`src/rtl/gray2bin_arbiter_pkg.sv`:
```
// Shared utilities for Gray-coded pointer handling.
package gray2bin_arbiter_pkg;

  // Widest Gray word the helpers accept; narrower words are zero-extended,
  // which does not change their binary value.
  localparam int GRAY_MAX_W = 64;

  // Binary bit 'pos' of a Gray word is the XOR of all Gray bits at or above 'pos'.
  function automatic logic gray_to_bin_bit(input logic [GRAY_MAX_W-1:0] gray,
                                           input int unsigned pos);
    return ^(gray >> pos);
  endfunction

endpackage

```
`src/rtl/gray2bin_arbiter_conv.sv`:
```
// Purely combinational Gray-to-binary converter of width DW.
module gray2bin_arbiter_conv
  import gray2bin_arbiter_pkg::*;
#(
  parameter int DW = 4
) (
  input  logic [DW-1:0] gray_i,
  output logic [DW-1:0] bin_o
);

  logic [GRAY_MAX_W-1:0] gray_ext;

  // Zero-extend the word to the helper width.
  always_comb begin
    gray_ext           = '0;
    gray_ext[DW-1:0]   = gray_i;
  end

  for (genvar gi = 0; gi < DW; gi++) begin : g_bit
    assign bin_o[gi] = gray_to_bin_bit(gray_ext, gi);
  end

endmodule

```
`src/rtl/gray2bin_arbiter.sv`:
```
// Round-robin arbiter sharing one Gray-to-binary converter among NREQ
// requesters, with a single registered result stage.
module gray2bin_arbiter
  import gray2bin_arbiter_pkg::*;
#(
  parameter int  DW   = 4,
  parameter int  NREQ = 4,
  localparam int IDW  = $clog2(NREQ)
) (
  input  logic               clk,
  input  logic               rst_n,
  input  logic [NREQ-1:0]    req_valid,
  input  logic [NREQ*DW-1:0] req_gray,
  output logic [NREQ-1:0]    req_ready,
  output logic               out_valid,
  input  logic               out_ready,
  output logic [DW-1:0]      out_bin,
  output logic [IDW-1:0]     out_id
);

  logic           out_valid_q, out_valid_d;
  logic [DW-1:0]  out_bin_q, out_bin_d;
  logic [IDW-1:0] out_id_q, out_id_d;
  logic [IDW-1:0] last_grant_q, last_grant_d;

  logic           can_accept;
  logic           grant_found;
  logic [IDW-1:0] grant_idx;
  logic [DW-1:0]  grant_gray;
  logic [DW-1:0]  grant_bin;

  // The result slot is free when empty or being drained this cycle.
  assign can_accept = !out_valid_q || out_ready;

  // Cyclic search starting just after the last winner; no grant while reset
  // is asserted so nothing is accepted that would then be discarded.
  always_comb begin : rr_search
    int cand;
    cand        = 0;
    grant_found = 1'b0;
    grant_idx   = '0;
    if (can_accept && rst_n) begin
      for (int o = 1; o <= NREQ; o++) begin
        cand = (int'(last_grant_q) + o) % NREQ;
        if (!grant_found && req_valid[IDW'(cand)]) begin
          grant_found = 1'b1;
          grant_idx   = IDW'(cand);
        end
      end
    end
  end

  // One-hot accept strobe for the winner.
  always_comb begin
    req_ready = '0;
    if (grant_found) req_ready[grant_idx] = 1'b1;
  end

  assign grant_gray = req_gray[int'(grant_idx)*DW +: DW];

  gray2bin_arbiter_conv #(
    .DW(DW)
  ) u_conv (
    .gray_i(grant_gray),
    .bin_o (grant_bin)
  );

  // Load a new result on grant, otherwise drain or hold.
  always_comb begin
    out_valid_d  = out_valid_q;
    out_bin_d    = out_bin_q;
    out_id_d     = out_id_q;
    last_grant_d = last_grant_q;
    if (grant_found) begin
      out_valid_d  = 1'b1;
      out_bin_d    = grant_bin;
      out_id_d     = grant_idx;
      last_grant_d = grant_idx;
    end else if (out_ready) begin
      out_valid_d  = 1'b0;
    end
  end

  // Result register and round-robin pointer; pointer resets so requester 0 wins first.
  always_ff @(posedge clk or negedge rst_n) begin
    if (!rst_n) begin
      out_valid_q  <= 1'b0;
      out_bin_q    <= '0;
      out_id_q     <= '0;
      last_grant_q <= IDW'(NREQ - 1);
    end else begin
      out_valid_q  <= out_valid_d;
      out_bin_q    <= out_bin_d;
      out_id_q     <= out_id_d;
      last_grant_q <= last_grant_d;
    end
  end

  assign out_valid = out_valid_q;
  assign out_bin   = out_bin_q;
  assign out_id    = out_id_q;

endmodule

```
`config.mk`:
```
export PLATFORM = sky130hd
export DESIGN_NAME = gray2bin_arbiter
export DESIGN_NICKNAME = d
export VERILOG_FILES = /design/src/rtl/gray2bin_arbiter_pkg.sv /design/src/rtl/gray2bin_arbiter_conv.sv /design/src/rtl/gray2bin_arbiter.sv
export SDC_FILE = /design/constraint.sdc
export NUM_CORES = 1
export LEC_CHECK = 0
export BUFFER_PORTS_ARGS = -buffer_cell sky130_fd_sc_hd__buf_2
export CAP_MARGIN = 20
export CORE_MARGIN = 4
export CORE_UTILIZATION = 40
export DETAILED_ROUTE_END_ITERATION = 12
export GPL_ROUTABILITY_DRIVEN = 1
export PLACE_DENSITY_LB_ADDON = 0.25
export SLEW_MARGIN = 20
export SYNTH_ARGS = -nofsm -noshare
export SYNTH_HDL_FRONTEND = slang
export SYNTH_SLANG_ARGS = --single-unit
```
`constraint.sdc`:
```
create_clock -name clk -period 2 [get_ports clk]
set_input_delay 0.1 -clock clk [delete_from_list [all_inputs] [get_ports clk]]
set_output_delay 0.1 -clock clk [all_outputs]
set_load 0.1 [all_outputs]
```
==> impl_metrics.csv <==
group,metric,value,unit
worst_setup_path,cp_slowest_cell,"dfstp_2",
cells_and_area,design_area,1311,um2
cells_and_area,diodes,0,
die,io_pins,34,
drt,drt_iter0_drc,9,
timing,max_slew_margin,67.71,%
synthesis,syn-num-nets,103,
worst_setup_path,cp_cell_sequence,"nand2_2 -> a32o_2 -> o21ai_4 -> buf_4 -> o32ai_1 -> a21o_1 -> xor2_1 -> xnor2_1 -> o21ai_1",
drt,viasPerCell,5.120,
clock_network,cts.sinks,9,
timing,grt_setup_unrepaired,"true",
die,die-area,2541,um2
synthesis,synth-seq-cells,9,
worst_setup_path,cp.arrival,2400,ps
placed_design,placed_area,1129,um2
placed_design,dp_slack,-231.1,ps
outcome,outcome,"finished, violations left",
timing,period_share,113.3,%
global_routing,antenna_found_initial,0,
cells_and_area,drive_gt1_share,63.16,%
timing,setup_viol,7,
global_routing,grt_max_degree,15,
clock_network,clockBufferDepth,2,
clock_network,cts_max_level,1,
drt,wire_per_inst,14.63,um
drt,wirelength,2.312,mm
cells_and_area,final_common_cell,"buf_2",
global_routing,grt-ovfl-total,0,
worst_setup_path,path_max_fanout,5,
clock_network,cts.clk_slew.worst_paths,70,ps
drt,drt_pre_antenna_iters,4,
drt,ant_nets,0,
power_and_ir_drop,irDropWorstVdd,0.7198,mV
die,die_h,50.41,um
cells_and_area,final_cells,158,
synthesis,synth-seq-area-share,31.65,%
worst_setup_path,crit_family,"compound AO/OA/AOI/OAI gates",
clock_network,cts_tree,"built",
synthesis,synth.distinct_cells,36,
worst_setup_path,cp.buffers_inverters,1,
timing,slew_viol_final,0,
drt,vias,809,
hold_path,hp-class,"in2reg",
drt,drc,0,
clock_network,cts_buffers,3,
cells_and_area,syn_to_final_growth,82.26,%
placed_design,dp_hpwl,1.620,mm
clock_network,insertion_delay,270,ps
worst_setup_path,crit_required,2140,ps
synthesis,syn_area,719.4,um2
worst_setup_path,max_stage_delay,620,ps
timing,max_freq,441.4,MHz
die,core-area,1708,um2
synthesis,postSynthCellCount,80,
cells_and_area,final_cell_mix,"29 x buf_2, 15 x buf_4, 11 x nand2_1",
timing,period_needed,2266,ps
timing,clock_skew,6.869,ps
timing,timing.hold.ws,113.3,ps
power_and_ir_drop,finalPower,1.491,mW
cells_and_area,fillers,120,
die,rows,15,
synthesis,syn_avg_cell_area,8.993,um2
worst_setup_path,crit_path_end_kind,"flip-flop",
placed_design,place_inst,147,
global_routing,grt_pass1_vias,830,
die,die_x,50.41,um
placed_design,port_buffers,33,
worst_setup_path,cp-start-kind,"flip-flop",
power_and_ir_drop,power.leakage,0.6290,nW
synthesis,yosysWarnings,0,
die,initial_utilization,42.12,%
timing,finalHoldViolations,0,
worst_setup_path,crit_type,"reg2reg",
timing,tightest_slew,487.7,ps
placed_design,globalplace.congestion,0.8692,
clock_network,root_buffer,"clkbuf_4",
cells_and_area,nets,157,
global_routing,grt_first_pass_wirelength,3.677,mm
global_routing,grt_usage,19.25,%
timing,layout_setup_ws,-265.5,ps
run,cap_violations,0,
power_and_ir_drop,power.density,1137,nW/um2
outcome,violations,"negative setup slack",
[power breakdown]
part	switching, mW	total (mW)	internal, mW
Combinational	0.690	1.05	0.358
Sequential	0.0465	0.294	0.247
Clock	0.0719	0.149	0.0772
Total	0.809	1.49	0.682
[worst min-delay path, delay by kind of cell]
kind,cells,cell delay (ps)
buffers and inverters,1,70
AND/OR/NAND/NOR,2,170
[Yosys cell counts]
library cell	count	share of area (%)
or2b_1	1	1.0
and2_1	1	0.87
nor3b_2	1	1.7
buf_2	1	0.69
mux2i_1	7	9.7
buf_6	1	1.6
a2bb2oi_2	1	2.1
nand2_1	14	7.3
a221oi_4	1	3.7
o21ai_0	1	0.69
o21ai_2	1	1.2
dfstp_2	2	7.3
o32ai_1	1	1.2
a311oi_1	1	1.2
xor2_1	1	1.2
a211oi_1	1	1.0
clkbuf_1	1	0.52
a221oi_2	1	2.1
a21oi_1	2	1.4
a31o_2	1	1.2
dfrtp_1	7	24
nor3_2	1	1.4
inv_1	5	2.6
nor2_1	7	3.7
a32o_1	1	1.4
o22ai_1	2	1.7
nor2b_1	1	0.87
nor3_1	2	1.4
and2_4	1	1.2
xnor2_2	1	2.3
mux2_2	1	1.6
nand2b_1	2	1.7
nor3b_1	1	1.0
xnor2_1	2	2.4
o21ai_1	2	1.4
a21o_1	3	3.1
[per-stage QoR]
stage	setup TNS [ps]	utilization, %
finish	-611.2	76.78
global route	-1152	76.78
CTS	-396.5	74.36
detailed placement	-426.4	66.08
global placement	-241.3	66.08
floorplan	-1278	-
[per-layer routing]
layer / wire length, um / GRT usage, % / up-vias
li1: - / - / 394
met4: 63 / 9.865 / 0
met2: 1136 / 30.87 / 37
met1: 975 / 23.39 / 370
met3: 136 / 5.341 / 8
met5: 0 / 0 / -
[final cells by class]
| type | instances | area (um2) | area share (%) |
|---|---|---|---|
| Clock buffer | 4 | 26.28 | 2.004 |
| Inverter | 5 | 18.77 | 1.431 |
| Multi-Input combinational cell | 63 | 613.1 | 46.76 |
| Sequential cell | 9 | 231.5 | 17.65 |
| Tap cell | 25 | 31.28 | 2.385 |
| Timing Repair Buffer | 52 | 390.4 | 29.77 |
[path summary, 6_finish.rpt]
| path | start | endpoint | slack, ps | cells past startpoint |
|---|---|---|---|---|
| worst min register to register | out_id[0] | out_id[0] | 470 | 2 |
| worst max-delay path | last_grant_q[1] | out_bin[0] | -270 | 9 |
| worst max register to register | last_grant_q[1] | out_bin[0] | -270 | 9 |
| worst min-delay path | out_ready | out_valid | 110 | 3 |
| max in group asynchronous | rst_n | out_valid | 1480 | 3 |
| min in group asynchronous | rst_n | out_bin[3] | 380 | 3 |
[repair_timing]
item,in CTS,in global routing
hold buffers,1,0
pin swaps,5,5
setup endpoints to repair,6,8
resized for setup,16,4
endpoints found under the hold margin,9,0
setup buffers,3,3
[sequential cells by signal, summed over array words and instances (netlist names)]
| name | count |
|---|---|
| out_id | 2 |
| out_bin | 4 |
| out_valid | 1 |
| last_grant_q | 2 |
[cell families (layout without fill, tap and decap cells)]
kind of cell	Yosys count	after routing	synth area share [%]
compound gates	19	19	23.48
xor+xnor	4	4	5.914
buf+inv	8	61	5.390
flops	9	9	31.65
mux	8	8	11.30
simple gates	32	32	22.26
Power figures use the tool's default switching activity.
